[config.mk]
export PLATFORM = sky130hd
export DESIGN_NAME = cpu_step_ctrl
export DESIGN_NICKNAME = d
export VERILOG_FILES = /design/src/rtl/cpu_step_ctrl_pkg.sv /design/src/rtl/step_trace_fifo.sv /design/src/rtl/cpu_step_ctrl.sv
export SDC_FILE = /design/constraint.sdc
export NUM_CORES = 1
export LEC_CHECK = 0
export BUFFER_PORTS_ARGS = -buffer_cell sky130_fd_sc_hd__buf_2
export CAP_MARGIN = 30
export CELL_PAD_IN_SITES_DETAIL_PLACEMENT = 0
export CELL_PAD_IN_SITES_GLOBAL_PLACEMENT = 1
export CORE_ASPECT_RATIO = 0.75
export CORE_MARGIN = 2
export CORE_UTILIZATION = 29
export DETAILED_ROUTE_END_ITERATION = 8
export PLACE_DENSITY_LB_ADDON = 0.1
export REMOVE_ABC_BUFFERS = 1
export SETUP_SLACK_MARGIN = 0.1
export SLEW_MARGIN = 20
export SYNTH_ARGS = -nofsm -noshare
export SYNTH_HDL_FRONTEND = slang
export SYNTH_SLANG_ARGS = --single-unit
[constraint.sdc]
create_clock -name CLK -period 2.9 [get_ports CLK]
set_input_delay 0.58 -clock CLK [delete_from_list [all_inputs] [get_ports CLK]]
set_output_delay 0.58 -clock CLK [all_outputs]
set_load 0.005 [all_outputs]
[src/rtl/cpu_step_ctrl_pkg.sv]
// ============================================================================
// Module      : cpu_step_ctrl_pkg
// Description : Command opcodes, halt causes and FSM states for cpu_step_ctrl.
// Revision    : 1.0 - initial release
// ============================================================================
`default_nettype none

package cpu_step_ctrl_pkg;

    localparam logic [1:0] C_OP_HALT  = 2'd0;
    localparam logic [1:0] C_OP_STEP  = 2'd1;
    localparam logic [1:0] C_OP_RUN   = 2'd2;
    localparam logic [1:0] C_OP_CLEAR = 2'd3;

    localparam logic [1:0] C_CAUSE_NONE      = 2'd0;
    localparam logic [1:0] C_CAUSE_STEP_DONE = 2'd1;
    localparam logic [1:0] C_CAUSE_BREAK     = 2'd2;
    localparam logic [1:0] C_CAUSE_HOST      = 2'd3;

    typedef enum logic [1:0] {
        ST_IDLE = 2'd0,
        ST_STEP = 2'd1,
        ST_RUN  = 2'd2
    } state_t;

endpackage

`default_nettype wire

[src/rtl/step_trace_fifo.sv]
// ============================================================================
// Module      : step_trace_fifo
// Description : First-word-fall-through PC trace FIFO with flush and sticky
//               overflow; a push into a full FIFO without a pop is dropped.
// Revision    : 1.0 - initial release
// ============================================================================
`default_nettype none

module step_trace_fifo #(
    parameter int WIDTH = 32,
    parameter int DEPTH = 16
) (
    input  logic                     clk,
    input  logic                     rst,
    input  logic                     i_push,
    input  logic                     i_pop,
    input  logic                     i_flush,
    input  logic [WIDTH-1:0]         i_data,
    output logic [WIDTH-1:0]         o_data,
    output logic [$clog2(DEPTH):0]   o_count,
    output logic                     o_full,
    output logic                     o_empty,
    output logic                     o_overflow
);

    localparam int AW = $clog2(DEPTH);
    localparam logic [AW:0] C_PTR_ONE = (AW+1)'(1);

    logic [WIDTH-1:0] r_mem [DEPTH];
    logic [AW:0]      r_wr;
    logic [AW:0]      r_rd;
    logic             r_overflow;
    logic             w_pop;
    logic             w_push_ok;

    assign o_count    = r_wr - r_rd;
    assign o_empty    = (r_wr == r_rd);
    assign o_full     = (r_wr[AW] != r_rd[AW]) && (r_wr[AW-1:0] == r_rd[AW-1:0]);
    assign o_data     = r_mem[r_rd[AW-1:0]];
    assign o_overflow = r_overflow;

    assign w_pop     = i_pop & ~o_empty;
    // A pop in the same cycle frees the slot, so a full-FIFO push still lands.
    assign w_push_ok = i_push & (~o_full | w_pop);

    always_ff @(posedge clk or posedge rst) begin
        if (rst) begin
            r_wr       <= '0;
            r_rd       <= '0;
            r_overflow <= 1'b0;
        end else if (i_flush) begin
            r_wr       <= '0;
            r_rd       <= '0;
            r_overflow <= 1'b0;
        end else begin
            if (w_pop)
                r_rd <= r_rd + C_PTR_ONE;
            if (w_push_ok)
                r_wr <= r_wr + C_PTR_ONE;
            if (i_push & ~w_push_ok)
                r_overflow <= 1'b1;
        end
    end

    always_ff @(posedge clk) begin
        if (w_push_ok & ~i_flush)
            r_mem[r_wr[AW-1:0]] <= i_data;
    end

endmodule

`default_nettype wire

[src/rtl/cpu_step_ctrl.sv]
// ============================================================================
// Module      : cpu_step_ctrl
// Description : Run/step/breakpoint controller gating the CPU via cpu_en, with
//               optional PC trace FIFO enabled by CPU_STEP_CTRL_TRACE_EN.
// Revision    : 1.0 - initial release
// ============================================================================
`default_nettype none

module cpu_step_ctrl
    import cpu_step_ctrl_pkg::*;
#(
    parameter int ADDR_W      = 32,
    parameter int STEP_W      = 16,
    parameter int NUM_BP      = 2,
    parameter int TRACE_DEPTH = 16
) (
    input  logic                         CLK,
    input  logic                         RST,
    input  logic                         cmd_valid,
    output logic                         cmd_ready,
    input  logic [1:0]                   cmd_op,
    input  logic [STEP_W-1:0]            cmd_count,
    input  logic [NUM_BP*ADDR_W-1:0]     bp_addr,
    input  logic [NUM_BP-1:0]            bp_en,
    input  logic [ADDR_W-1:0]            pc,
    output logic                         cpu_en,
    output logic                         halted,
    output logic [1:0]                   halt_cause,
    output logic                         trace_valid,
    input  logic                         trace_ready,
    output logic [ADDR_W-1:0]            trace_pc,
    output logic [$clog2(TRACE_DEPTH):0] trace_count,
    output logic                         trace_overflow
);

    localparam logic [STEP_W-1:0] C_STEP_ONE = STEP_W'(1);

    state_t            r_state;
    state_t            w_state_nxt;
    logic [STEP_W-1:0] r_cnt;
    logic [STEP_W-1:0] w_cnt_nxt;
    logic [1:0]        r_cause;
    logic [1:0]        w_cause_nxt;
    logic              r_skip;
    logic              w_skip_nxt;
    logic              w_accept;
    logic [NUM_BP-1:0] w_bp_match;
    logic              w_bp_hit;
    logic              w_flush;

    assign cmd_ready = ~RST;
    assign w_accept  = cmd_valid & cmd_ready;
    assign w_flush   = w_accept & (cmd_op == C_OP_CLEAR);

    for (genvar i = 0; i < NUM_BP; i++) begin : g_bp
        assign w_bp_match[i] = bp_en[i] & (bp_addr[i*ADDR_W +: ADDR_W] == pc);
    end

    assign w_bp_hit   = (|w_bp_match) & ~r_skip;
    assign cpu_en     = (r_state != ST_IDLE) & ~w_bp_hit;
    assign halted     = (r_state == ST_IDLE);
    assign halt_cause = r_cause;

    always_ff @(posedge CLK or posedge RST) begin
        if (RST) begin
            r_state <= ST_IDLE;
            r_cnt   <= '0;
            r_cause <= C_CAUSE_NONE;
            r_skip  <= 1'b0;
        end else begin
            r_state <= w_state_nxt;
            r_cnt   <= w_cnt_nxt;
            r_cause <= w_cause_nxt;
            r_skip  <= w_skip_nxt;
        end
    end

    always_comb begin
        w_state_nxt = r_state;
        w_cnt_nxt   = r_cnt;
        w_cause_nxt = r_cause;
        w_skip_nxt  = r_skip;

        if (r_state != ST_IDLE) begin
            w_skip_nxt = 1'b0;
            if (w_bp_hit) begin
                w_state_nxt = ST_IDLE;
                w_cause_nxt = C_CAUSE_BREAK;
            end else if (r_state == ST_STEP) begin
                w_cnt_nxt = r_cnt - C_STEP_ONE;
                if (r_cnt == C_STEP_ONE) begin
                    w_state_nxt = ST_IDLE;
                    w_cause_nxt = C_CAUSE_STEP_DONE;
                end
            end
        end

        // A command accepted this cycle overrides the progression above.
        if (w_accept) begin
            case (cmd_op)
                C_OP_HALT: begin
                    if (r_state != ST_IDLE)
                        w_cause_nxt = C_CAUSE_HOST;
                    w_state_nxt = ST_IDLE;
                end
                C_OP_STEP: begin
                    w_skip_nxt = 1'b1;
                    w_cnt_nxt  = cmd_count;
                    if (cmd_count == '0) begin
                        w_state_nxt = ST_IDLE;
                        w_cause_nxt = C_CAUSE_STEP_DONE;
                    end else begin
                        w_state_nxt = ST_STEP;
                    end
                end
                C_OP_RUN: begin
                    w_skip_nxt  = 1'b1;
                    w_state_nxt = ST_RUN;
                end
                default: begin
                    w_cause_nxt = C_CAUSE_NONE;
                end
            endcase
        end
    end

`ifdef CPU_STEP_CTRL_TRACE_EN
    logic w_fifo_empty;
    logic w_fifo_full_unused;

    assign trace_valid = ~w_fifo_empty;

    step_trace_fifo #(
        .WIDTH (ADDR_W),
        .DEPTH (TRACE_DEPTH)
    ) u_trace_fifo (
        .clk        (CLK),
        .rst        (RST),
        .i_push     (cpu_en),
        .i_pop      (trace_valid & trace_ready),
        .i_flush    (w_flush),
        .i_data     (pc),
        .o_data     (trace_pc),
        .o_count    (trace_count),
        .o_full     (w_fifo_full_unused),
        .o_empty    (w_fifo_empty),
        .o_overflow (trace_overflow)
    );
`else
    logic w_trace_unused;

    assign w_trace_unused = trace_ready | w_flush;
    assign trace_valid    = 1'b0;
    assign trace_pc       = '0;
    assign trace_count    = '0;
    assign trace_overflow = 1'b0;
`endif

endmodule

`default_nettype wire

Word level (Yosys, flattened, before mapping):

Index checks and enable logic that the tools add are counted.

* input port bits: 120
* word-level logic and storage cells: 48
* flip-flop bits (word level): 21
* output and inout bits: 44

* equality and inequality tests: 6
* bitwise gates (word level): 8
* add/subtract/negate cells: 1
* muxes and demuxes: 23
* reduce and logical (&&, ||, !) cells: 6

Operator list (number)
* $mux 16: 5
* $eq 32x32->1: 2
* $mux 2: 12
* $eq 16x1->1 const B: 1
* $logic_not 16->1: 1
* $sub 16x1->16 const B: 1
* $pmux 2 s3: 2
* $and 1x1->1: 5
* $eq 2x1->1 const B: 2
* $logic_not 2->1: 2
* $mux 1: 4
* $reduce_or 2->1: 2
* $not 1->1: 3
* $eq 2x2->1 const B: 1
* $reduce_bool 2->1: 1

Longest topological paths before layout:

* depth in word-level cells: 9
* mapped depth: 10
* depth with buffers taken out: 7

Least setup slack after synthesis:

OpenSTA, ideal clock, no wires.

* path type: input to register
* start: in pc[20]
* end: reg r_cause[0], in the netlist halt_cause[0]
* path buffers: 2
* setup time: 0.120 ns
* path slack: 0.449 ns
* stages: 9
* data required time: 2.780 ns
* arrival: 2.332 ns
* cells stage by stage: xor2_1 -> nor4_1 -> nand4_1 -> nor3_1 -> or2_2 -> buf_2 -> buf_2 -> o21ai_0 -> a31o_1

* word-level cells in the longest chain between the ends: 9
* elaborated cells on any way between the ends: 12
* classes of those cells: eq/ne: 2; mux: 6; bitwise: 3; reduce/logical: 1

RTL lines
* start: declaration: RTL line cpu_step_ctrl.sv:25 `input logic [ADDR_W-1:0] pc,`
* $eq 32x32->1: RTL line cpu_step_ctrl.sv:56 `assign w_bp_match[i] = bp_en[i] & (bp_addr[i*ADDR_W +: ADDR_W] == pc);`
* $and 1x1->1: RTL line cpu_step_ctrl.sv:56
* $reduce_or 2->1 *: RTL line cpu_step_ctrl.sv:59 `assign w_bp_hit = (|w_bp_match) & ~r_skip;`
* $and 1x1->1 *: RTL line cpu_step_ctrl.sv:59
* $mux 2 *: RTL line cpu_step_ctrl.sv:86 `if (w_bp_hit) begin`
* $mux 2 *: RTL line cpu_step_ctrl.sv:84 `if (r_state != ST_IDLE) begin`
* $mux 2 (on tied branches): RTL line cpu_step_ctrl.sv:109, cpu_step_ctrl.sv:102
* $pmux 2 s3: RTL line cpu_step_ctrl.sv:100 `case (cmd_op)`
* $mux 2 *: RTL line cpu_step_ctrl.sv:99 `if (w_accept) begin`
* via w_cause_nxt[0]: RTL line cpu_step_ctrl.sv:43 `logic [1:0] w_cause_nxt;`
* end signal: assignment: RTL line cpu_step_ctrl.sv:73 `r_cause <= w_cause_nxt;`
* end: declaration: RTL line cpu_step_ctrl.sv:42 `logic [1:0] r_cause;`

Mark *: on every way through the listed nets, which the timed path passes. The rest lies on a longest branch.

Worst setup path in the final report:

* start: in pc[20]
* end: out cpu_en

* word-level cells in the longest chain between the ends: 6
* elaborated cells on any way between the ends: 8
* classes of those cells: eq/ne: 2; bitwise: 5; reduce/logical: 1

RTL lines
* $eq 32x32->1: RTL line cpu_step_ctrl.sv:56
* $and 1x1->1: RTL line cpu_step_ctrl.sv:56
* $reduce_or 2->1 *: RTL line cpu_step_ctrl.sv:59
* $and 1x1->1 *: RTL line cpu_step_ctrl.sv:59
* $not 1->1 *: RTL line cpu_step_ctrl.sv:60 `assign cpu_en = (r_state != ST_IDLE) & ~w_bp_hit;`
* $and 1x1->1 *: RTL line cpu_step_ctrl.sv:60
* end: declaration: RTL line cpu_step_ctrl.sv:26 `output logic cpu_en,`

Mark *: on every way between the ends. The rest lies on a longest branch, timed or not.

==> flow_summary.rst <==
.. list-table::
   :header-rows: 1

   * - Metric
     - Value
   * - Total clock sinks
     - 21
   * - DRC violations left
     - 0
   * - Rows
     - 28
   * - Number of instances in the placed design
     - 519
   * - Combinational family with the most area after synthesis
     - XOR/XNOR gates
   * - Launching element of the worst setup path
     - pc[20]
   * - Via total after detailed routing
     - 2411
   * - CP Cell Sequence
     - buf_2 -> xor2_1 -> nor4_1 -> nand4_1 -> nor3_1 -> buf_4 -> or3_1 -> inv_1 -> buf_2
   * - Horizontal extent of the die
     - 109 um
   * - Average instance area after synthesis
     - 8.14 um2
   * - Clock Tree Buf Depth
     - 2
   * - Antenna Nets Post-Route
     - 0
   * - Placeable core region
     - 7920 um2
   * - Net count, final
     - 545
   * - Cell depth of the worst flop-to-flop path
     - 7
   * - Cts bufs inserted
     - 3
   * - Die Outline Area
     - 8970 um2
   * - Buffer cell driving the clock tree root
     - clkbuf_8
   * - Most frequent cells in the layout
     - 123 x buf_2, 39 x conb_1, 35 x xnor2_1
   * - Proportion of layout cells with a drive suffix above 1
     - 33.7%
   * - Crit start category
     - input port
   * - Lkg Pwr
     - 1.41 nW
   * - Largest net degree at the start of global routing
     - 23
   * - Pwr Density
     - 358 nW/um2
   * - Source of the worst register-to-register timing path
     - r_cnt[4]$_DFF_PP0_
   * - Drt pass-1 iters
     - 4
   * - Critical-path top delay cell
     - nor4_1
   * - Worst Setup End Kind
     - output pin
   * - Share of synthesized area spent on multiplexers
     - 0%
   * - Total track usage
     - 16.1%
   * - CP required
     - 2320 ps
   * - DRT iter0 DRCs
     - 88
   * - Post-synthesis cell count
     - 293
   * - Number of enable flip-flop cells after synthesis
     - 0
   * - Slew at the pin with the worst max-slew slack
     - 503 ps
   * - Critical Setup Path Class
     - input port to output pin
   * - Post-synth design cell area
     - 2380 um2
   * - Top-Level Pins
     - 164
   * - Resize count post-CTS
     - 0
   * - Adder-cell share of the synthesized area
     - 3.15%
   * - Gr ovfl total
     - 0
   * - Setup fix buffers added after clock tree synthesis
     - 0
   * - Number of antenna violations at the first check in global routing
     - 0
   * - Headroom to the max-slew limit
     - 66.2%
   * - Complex-gate fraction of the synthesized area
     - 12.0%
   * - Worst-skew pair later-pin latency
     - 260 ps
   * - Fillers
     - 892
   * - GP Congestion
     - 0.770
   * - Slew Limit Fails
     - 0
   * - Number of endpoints failing setup at the final stage
     - 0
   * - Largest voltage drop on the vdd net
     - 0.144 mV
   * - Proportion of synthesized flip-flops having asynchronous set or reset
     - 100%
   * - Clock transition time at the flip-flop clock pins of the worst setup and hold paths
     - 80 ps
   * - Commonest non-fill, non-tap cell in the layout
     - buf_2
   * - Highest clock frequency the design can meet
     - 385 MHz
   * - Run status
     - completed
   * - End of the critical path
     - cpu_en
   * - Number of endpoints with negative hold slack in the final report
     - 0
   * - Routed wire length per instance
     - 13.4 um
   * - Number of hold buffers added after CTS
     - 0
   * - Setup TNS
     - 0 ps
   * - Crit path arrival time
     - 2020 ps
   * - Shortest clock period the worst path allows after layout
     - 2600 ps
   * - Unique masters post-synth
     - 42
   * - DP HPWL
     - 6.14 mm
   * - Synthesized-area fraction occupied by and/or/nand/nor cells
     - 23.2%
   * - Final cell count without fillers
     - 523
   * - Number of warning messages in the yosys log
     - 0
   * - Biggest cell delay along the critical path
     - 330 ps
   * - Vias in the first global route
     - 2346
   * - Register-to-Register Setup Slack
     - 410 ps
   * - Post-synthesis sequential area ratio
     - 22.0%
   * - Setup repair after global routing missed its margin
     - false
   * - Wire length of the first global-routing pass
     - 11.1 mm
   * - Max-Cap Viols
     - 0
   * - Layout overhead on the synthesized area
     - 27.6%
   * - Final worst setup slack
     - 300 ps
   * - Number of buffers added on ports
     - 123
   * - Post-route clock skew
     - 3.65 ps
   * - Average via count per standard cell
     - 4.61
   * - Total wire length
     - 7.02 mm
   * - Max Fanout on Critical Path
     - 7
   * - Clock H-tree levels
     - 1
   * - Number of antenna diodes
     - 0
   * - Dominant synthesized flop cell
     - dfrtp_1
   * - Number of synthesized register bits
     - 21
   * - CTS tree
     - built
   * - Most Frequent Cell on Critical Path
     - buf_2
   * - DP Worst Slack
     - 255 ps
   * - Y dimension of the die
     - 82.5 um
   * - Initial core utilization
     - 30.1%
   * - Xor/xnor share of the synthesized area
     - 24.2%
   * - Worst reg2reg path endpoint
     - halt_cause[1]$_DFF_PP0_
   * - Final cycle utilization of the critical path
     - 89.6%
   * - Type of the most critical hold path
     - input port to async pin
   * - Post-route total power
     - 1.09 mW
-- critical path, delay by kind of cell --
kind                      cells  cell delay [ps]
xor gates and xnor gates      1              150
buffers and inverters         4              440
and+or+nand+nor               4              840
-- per-layer routing --
layer / share of wire, % / up-vias / global-route usage [%]
li1: - / 1210 / -
met1: 46 / 1077 / 20.5
met2: 46 / 118 / 28.2
met3: 7.7 / 6 / 3.61
met4: 0.81 / 0 / 2.95
met5: 0 / - / 0
-- cell type report --
| type | instances | area, um2 | area share [%] |
|---|---|---|---|
| sequential | 21 | 526 | 17.3 |
| timing repair buffer | 129 | 661 | 21.7 |
| inverter | 11 | 41.3 | 1.36 |
| tap | 105 | 131 | 4.32 |
| multi-input combinational | 253 | 1640 | 53.9 |
| clock buffer | 4 | 45.0 | 1.48 |
-- kinds of logic after synthesis --
family,after synthesis
adders and majority gates,6
DFF,21
AOI/OAI and AO/OA,45
and+or+nand+nor,97
other,1
buffers and inverters,57
xor gates and xnor gates,66
-- flip-flops by register name (all words and copies together) (netlist names) --
register    cells
r_skip          1
r_state         2
halt_cause      2
r_cnt          16
-- synth_stat cells (2+ instances only) --
cell,instances,area (um2)
nor2_1,20,75.1
buf_2,2,10.0
ha_1,6,75.1
a21oi_1,4,20.0
or3_1,6,37.5
nor4_1,15,93.8
or2_2,4,25.0
xor2_1,31,272
dfrtp_1,21,526
or3_4,2,22.5
o31ai_1,7,52.6
buf_4,39,293
nand3_1,4,20.0
inv_1,11,41.3
nor3_1,6,30.0
nand4_1,10,62.6
clkbuf_1,5,18.8
o21ai_0,13,65.1
o41ai_1,2,17.5
o21ai_1,2,10.0
nand2_1,12,45.0
or4_1,5,37.5
a31oi_1,10,62.6
nor4b_1,2,17.5
nor2b_1,3,18.8
xnor2_1,35,307
-- worst min path at each step --
| stage | startpoint | endpoint | slack, ps | cells past startpoint |
|---|---|---|---|---|
| floorplan | halt_cause[1]$_DFF_PP0_ | halt_cause[1]$_DFF_PP0_ | 490 | 2 |
| global placement | halt_cause[1]$_DFF_PP0_ | halt_cause[1]$_DFF_PP0_ | 480 | 2 |
| detailed placement | halt_cause[1]$_DFF_PP0_ | halt_cause[1]$_DFF_PP0_ | 510 | 2 |
| CTS | RST | r_cnt[2]$_DFF_PP0_ | 370 | 3 |
| global route | RST | halt_cause[0]$_DFF_PP0_ | 370 | 3 |
| finish | RST | halt_cause[0]$_DFF_PP0_ | 350 | 3 |
-- stage by stage --
step / utilization, % / hold slack (ps) / area [um2]
after floorplan: - / 488 / 2210
after global placement: 37.9 / 482 / 3000
after detailed placement: 37.9 / 506 / 3000
after CTS: 38.4 / 367 / 3040
after global routing: 38.4 / 374 / 3040
final: 38.4 / 355 / 3040
-- where the power goes --
group          switching (mW)  total [mW]  internal (mW)
Clock                   0.103       0.201         0.0981
Sequential             0.0811       0.451          0.370
Combinational           0.217       0.438          0.221
Power figures use the tool's default switching activity.
